**config.mk**
```make
export PLATFORM = sky130hd
export DESIGN_NAME = sync_fifo_bypass_req
export DESIGN_NICKNAME = d
export VERILOG_FILES = /design/src/rtl/sync_fifo_bypass_req.sv
export SDC_FILE = /design/constraint.sdc
export NUM_CORES = 1
export LEC_CHECK = 0
export CAP_MARGIN = 20
export CELL_PAD_IN_SITES_DETAIL_PLACEMENT = 1
export CELL_PAD_IN_SITES_GLOBAL_PLACEMENT = 1
export CORE_ASPECT_RATIO = 0.6
export CORE_MARGIN = 4
export CORE_UTILIZATION = 40
export CTS_BUF_LIST = sky130_fd_sc_hd__clkbuf_8
export DETAILED_ROUTE_END_ITERATION = 16
export PLACE_DENSITY = 0.71
export SLEW_MARGIN = 20
export SYNTH_ARGS = -nofsm -noshare
export SYNTH_HDL_FRONTEND = slang
export SYNTH_SLANG_ARGS = --single-unit
```
**constraint.sdc**
```tcl
create_clock -name CLK -period 4.6 [get_ports CLK]
set_clock_uncertainty 0.15 [all_clocks]
set_input_delay 0.69 -clock CLK [delete_from_list [all_inputs] [get_ports CLK]]
set_output_delay 0.69 -clock CLK [all_outputs]
set_load 0.05 [all_outputs]
```
**src/rtl/sync_fifo_bypass_req.sv**
```systemverilog
// rtl/sync_fifo_bypass_req.sv - request/grant FIFO with optional empty-path bypass
module sync_fifo_bypass_req #(
    parameter int DEPTH     = 8,
    parameter int WIDTH     = 8,
    parameter int BYPASS_EN = 1,
    parameter int AFULL_TH  = DEPTH - 2
) (
    input  logic                       CLK,
    input  logic                       Reset_n,
    input  logic                       i_WrEn,
    input  logic [WIDTH-1:0]           i_WrData,
    input  logic                       i_Grant,
    input  logic                       i_Flush,
    input  logic                       i_OvfClr,
    output logic                       o_Req,
    output logic                       o_Valid,
    output logic [WIDTH-1:0]           o_Data,
    output logic [$clog2(DEPTH+1)-1:0] o_Count,
    output logic                       o_Empty,
    output logic                       o_Full,
    output logic                       o_AlmostFull,
    output logic                       o_Overflow
);
    localparam int AW = $clog2(DEPTH);
    localparam int CW = $clog2(DEPTH + 1);

    logic [WIDTH-1:0] mem [DEPTH];
    logic [AW-1:0]    wr_ptr;
    logic [AW-1:0]    rd_ptr;
    logic             grant_cyc;
    logic             pop;
    logic             bypass;
    logic             push;
    logic             drop;

    assign o_Req        = (o_Count != '0) | i_WrEn;
    assign o_Empty      = (o_Count == '0);
    assign o_Full       = (o_Count == CW'(DEPTH));
    assign o_AlmostFull = (o_Count >= CW'(AFULL_TH));

    // Flush masks every storage-side action so a same-cycle write or grant leaves no trace.
    always_comb begin
        grant_cyc = o_Req & i_Grant & ~i_Flush;
        pop       = grant_cyc & ~o_Empty;
        bypass    = grant_cyc & o_Empty & i_WrEn & (BYPASS_EN != 0);
        push      = i_WrEn & ~i_Flush & ~bypass & (~o_Full | pop);
        drop      = i_WrEn & ~i_Flush & o_Full & ~pop;
    end

    always_ff @(posedge CLK) begin
        if (push) begin
            mem[wr_ptr] <= i_WrData;
        end
    end

    always_ff @(posedge CLK or negedge Reset_n) begin
        if (!Reset_n) begin
            wr_ptr     <= '0;
            rd_ptr     <= '0;
            o_Count    <= '0;
            o_Valid    <= 1'b0;
            o_Data     <= '0;
            o_Overflow <= 1'b0;
        end else begin
            if (i_Flush) begin
                wr_ptr  <= '0;
                rd_ptr  <= '0;
                o_Count <= '0;
            end else begin
                if (push) begin
                    wr_ptr <= wr_ptr + AW'(1);
                end
                if (pop) begin
                    rd_ptr <= rd_ptr + AW'(1);
                end
                if (push && !pop) begin
                    o_Count <= o_Count + CW'(1);
                end else if (pop && !push) begin
                    o_Count <= o_Count - CW'(1);
                end
            end
            o_Valid <= pop | bypass;
            if (pop) begin
                o_Data <= mem[rd_ptr];
            end else if (bypass) begin
                o_Data <= i_WrData;
            end
            // A fresh drop outranks a clear issued in the same cycle.
            if (drop) begin
                o_Overflow <= 1'b1;
            end else if (i_OvfClr) begin
                o_Overflow <= 1'b0;
            end
        end
    end
endmodule
```
==> run summary <==
Status: complete, no violations
GRT Overall Usage: 0.162
Crit path time final: 3.27 ns
Sequential area share after synthesis: 0.685
Avg Inst Size Synth: 16.9 um2
Mapped Area: 3530 um2
Die footprint: 10500 um2
Final TNS setup: 0 ns
Ys Warns: 0
Post-CTS Setup Bufs: 0
Relative slew slack: 0.413
Filler instances: 823
Reg2Reg Setup Slack: 1.99 ns
Synth Register Bits: 84
Critical path arrival: 2.43 ns
Clock Tree Root: clkbuf_8
Initial Util: 0.413
Final Power: 1940 uW
CTS sink count: 84
Hold Vio Cnt, Final: 0
DR vias: 1903
I/O Buffers: 31
Initial DRC count: 164
Reg2Reg Launch Point: o_Count[0]
Routed Wire Length: 7610 um
Asr flop ratio synth: 0.238
TritonCTS clock tree: built
CTS Hold Buffers Added: 0
Clock buffer count from CTS: 9
Critical path required time: 3.76 ns
Place WS: 1.09 ns
Critical setup path kind: reg -> out
Post-DP HPWL: 5300 um
CTS HTree Levels: 3
Netlist cell types: 35
Die Width: 129 um
Share of cells above drive strength 1: 0.161
Synth Flop Type: edfxtp_1
R2r worst-path depth: 8
Nets: 263
Tightest Pin Transition: 0.881 ns
Vias in the first global route: 1974
Die H: 80.8 um
ANT nets after route: 0
Storage element area: 2420 um2
Final worst-path setup slack: 1.33 ns
Routability cong.: 0.788
Setup Viol. Count Final: 0
Post-synth net total: 228
Clock tree buffer depth: 2
Post-synth EDFFs: 64
Wirelength per Cell: 21.1 um
First-pass GRT wire length: 12000 um
P_sw: 589 uW
Maximum VDD drop: 0.205 mV
Multi-input logic area: 1020 um2
Crit end category: output pin
Antenna cells: 0
WHS: 0.140 ns
Core ar.: 8560 um2
Cell count after synthesis: 209
Clk network pwr share: 0.283
Sequential share of power: 0.466
Final design utilization: 0.484
RSZ-0062 raised after global routing: no
Internal power: 1350 uW
MaxCap Viol Count: 0
Maximum fanout along the worst path: 7
Fraction of power spent switching nets: 0.304
Clk_lat worst skew: 0.35 ns
Lkg Pwr: 0.00143 uW
Logic pwr share: 0.251
Io pins: 32
Slew Viols, Final: 0
Grt total ovfl: 0
First drt pass iteration count: 4
Area delta synth->final: 17.2%
Peak Freq: 0.305 GHz
Pin count of the biggest net entering global routing: 21
Worst R2R End: o_Count[3]
FP Rows: 26
Final Cycle Share: 0.712
Initial antenna violation count: 0
Post-CTS resize count: 0
Vias per inst: 5.29
CTS clk-pin slew, worst paths: 0.08 ns
Worst hold path class: in -> async
Worst Setup Start Kind: register
Power Density: 468 nW/um2
Number of remaining DRC errors: 0
-- flip-flops by register name, indices dropped and copies added, names as in the netlist --
name,flops
o_Count,4
rd_ptr,3
o_Data,8
o_Overflow,1
wr_ptr,3
mem,64
o_Valid,1
-- cell usage after synthesis (4+ instances only) --
master,instances,share of area
o21ai_0,4,0.0057
mux2i_1,10,0.028
dfrtp_1,20,0.14
nand2b_1,10,0.018
nor3_1,4,0.0057
nand2_1,5,0.0053
a21oi_1,6,0.0085
o21ai_1,4,0.0057
nor2_1,15,0.016
ha_1,4,0.014
edfxtp_1,64,0.54
a22oi_1,8,0.017
mux4_2,16,0.10
inv_1,7,0.0074
-- cell families after synthesis --
logic type               count (synthesis)  synth area share
flip-flops                              84             0.685
AND/OR/NAND/NOR                         41            0.0609
AO/OA/AOI/OAI                           28            0.0527
multiplexers                            28             0.141
buffers and inverters                   17            0.0255
XOR/XNOR                                 6            0.0149
adder cells (fa/ha/maj)                  5            0.0198
-- per-stage QoR --
stage | instances | area [um2]
2_1_floorplan | 209 | 3530
3_3_place_gp | 345 | 3940
3_5_place_dp | 345 | 3940
4_1_cts | 360 | 4150
5_1_grt | 360 | 4140
6_report | 360 | 4140
-- area by class of cell --
cell class	instances	area share
sequential	84	0.585
multi-input combinational	108	0.247
timing repair buffer	34	0.0791
tap	112	0.0338
clock buffer	9	0.0299
clock inverter	6	0.0196
inverter	7	0.00634
-- power by group through the flow --
stage | logic (uW) | clock network (uW) | registers, uW
final | 486 | 549 | 903
after global routing | 519 | 608 | 911
after CTS | 493 | 568 | 904
after detailed placement | 492 | 0 | 920
after global placement | 485 | 0 | 918
after floorplan | 225 | 0 | 1020
-- worst max-delay path, stage by stage, from the launching register on --
cell             delay [ns]
dfrtp_1                0.47
nor3_1                 0.52
and2_2                 0.27
clkdlybuf4s50_1        0.82
-- placed cells by master (no fill, tap or decap), types with 2 or more instances in the layout --
master / Yosys / layout
mux4_2: 16 / 16
ha_1: 4 / 4
mux2i_1: 10 / 10
clkinv_2: 0 / 2
o21ai_1: 4 / 4
clkbuf_8: 0 / 9
clkdlybuf4s50_1: 0 / 30
o21ai_0: 4 / 4
bufinv_16: 0 / 2
edfxtp_1: 64 / 64
nand3_1: 2 / 2
nand2b_1: 10 / 10
xor2_1: 3 / 3
nand2_1: 5 / 5
xnor2_1: 3 / 3
nor2b_1: 2 / 2
buf_4: 2 / 3
a22oi_1: 8 / 8
inv_1: 7 / 8
nor2_1: 15 / 15
a21oi_1: 6 / 6
dfrtp_1: 20 / 20
nor3_1: 4 / 4
-- per-layer routing --
layer	track usage	vias to the layer above	wire length, um
li1	-	865	-
met1	0.256	988	4000
met2	0.216	48	3200
met3	0.0512	2	412
met4	0.0346	0	3
met5	0	-	0
-- worst max path at each step --
| stage | startpoint | cells past startpoint | to | slack, ns |
|---|---|---|---|---|
| floorplan | o_Count[3] | 5 | o_Req | 1.62 |
| global placement | i_Flush | 5 | mem[2][4] | 1.26 |
| detailed placement | i_Flush | 5 | mem[4][0] | 1.09 |
| CTS | o_Count[0] | 3 | o_Full | 1.32 |
| global route | o_Count[0] | 3 | o_Full | 1.17 |
| finish | o_Count[0] | 3 | o_Full | 1.33 |
(Power assumes the default switching activity.)
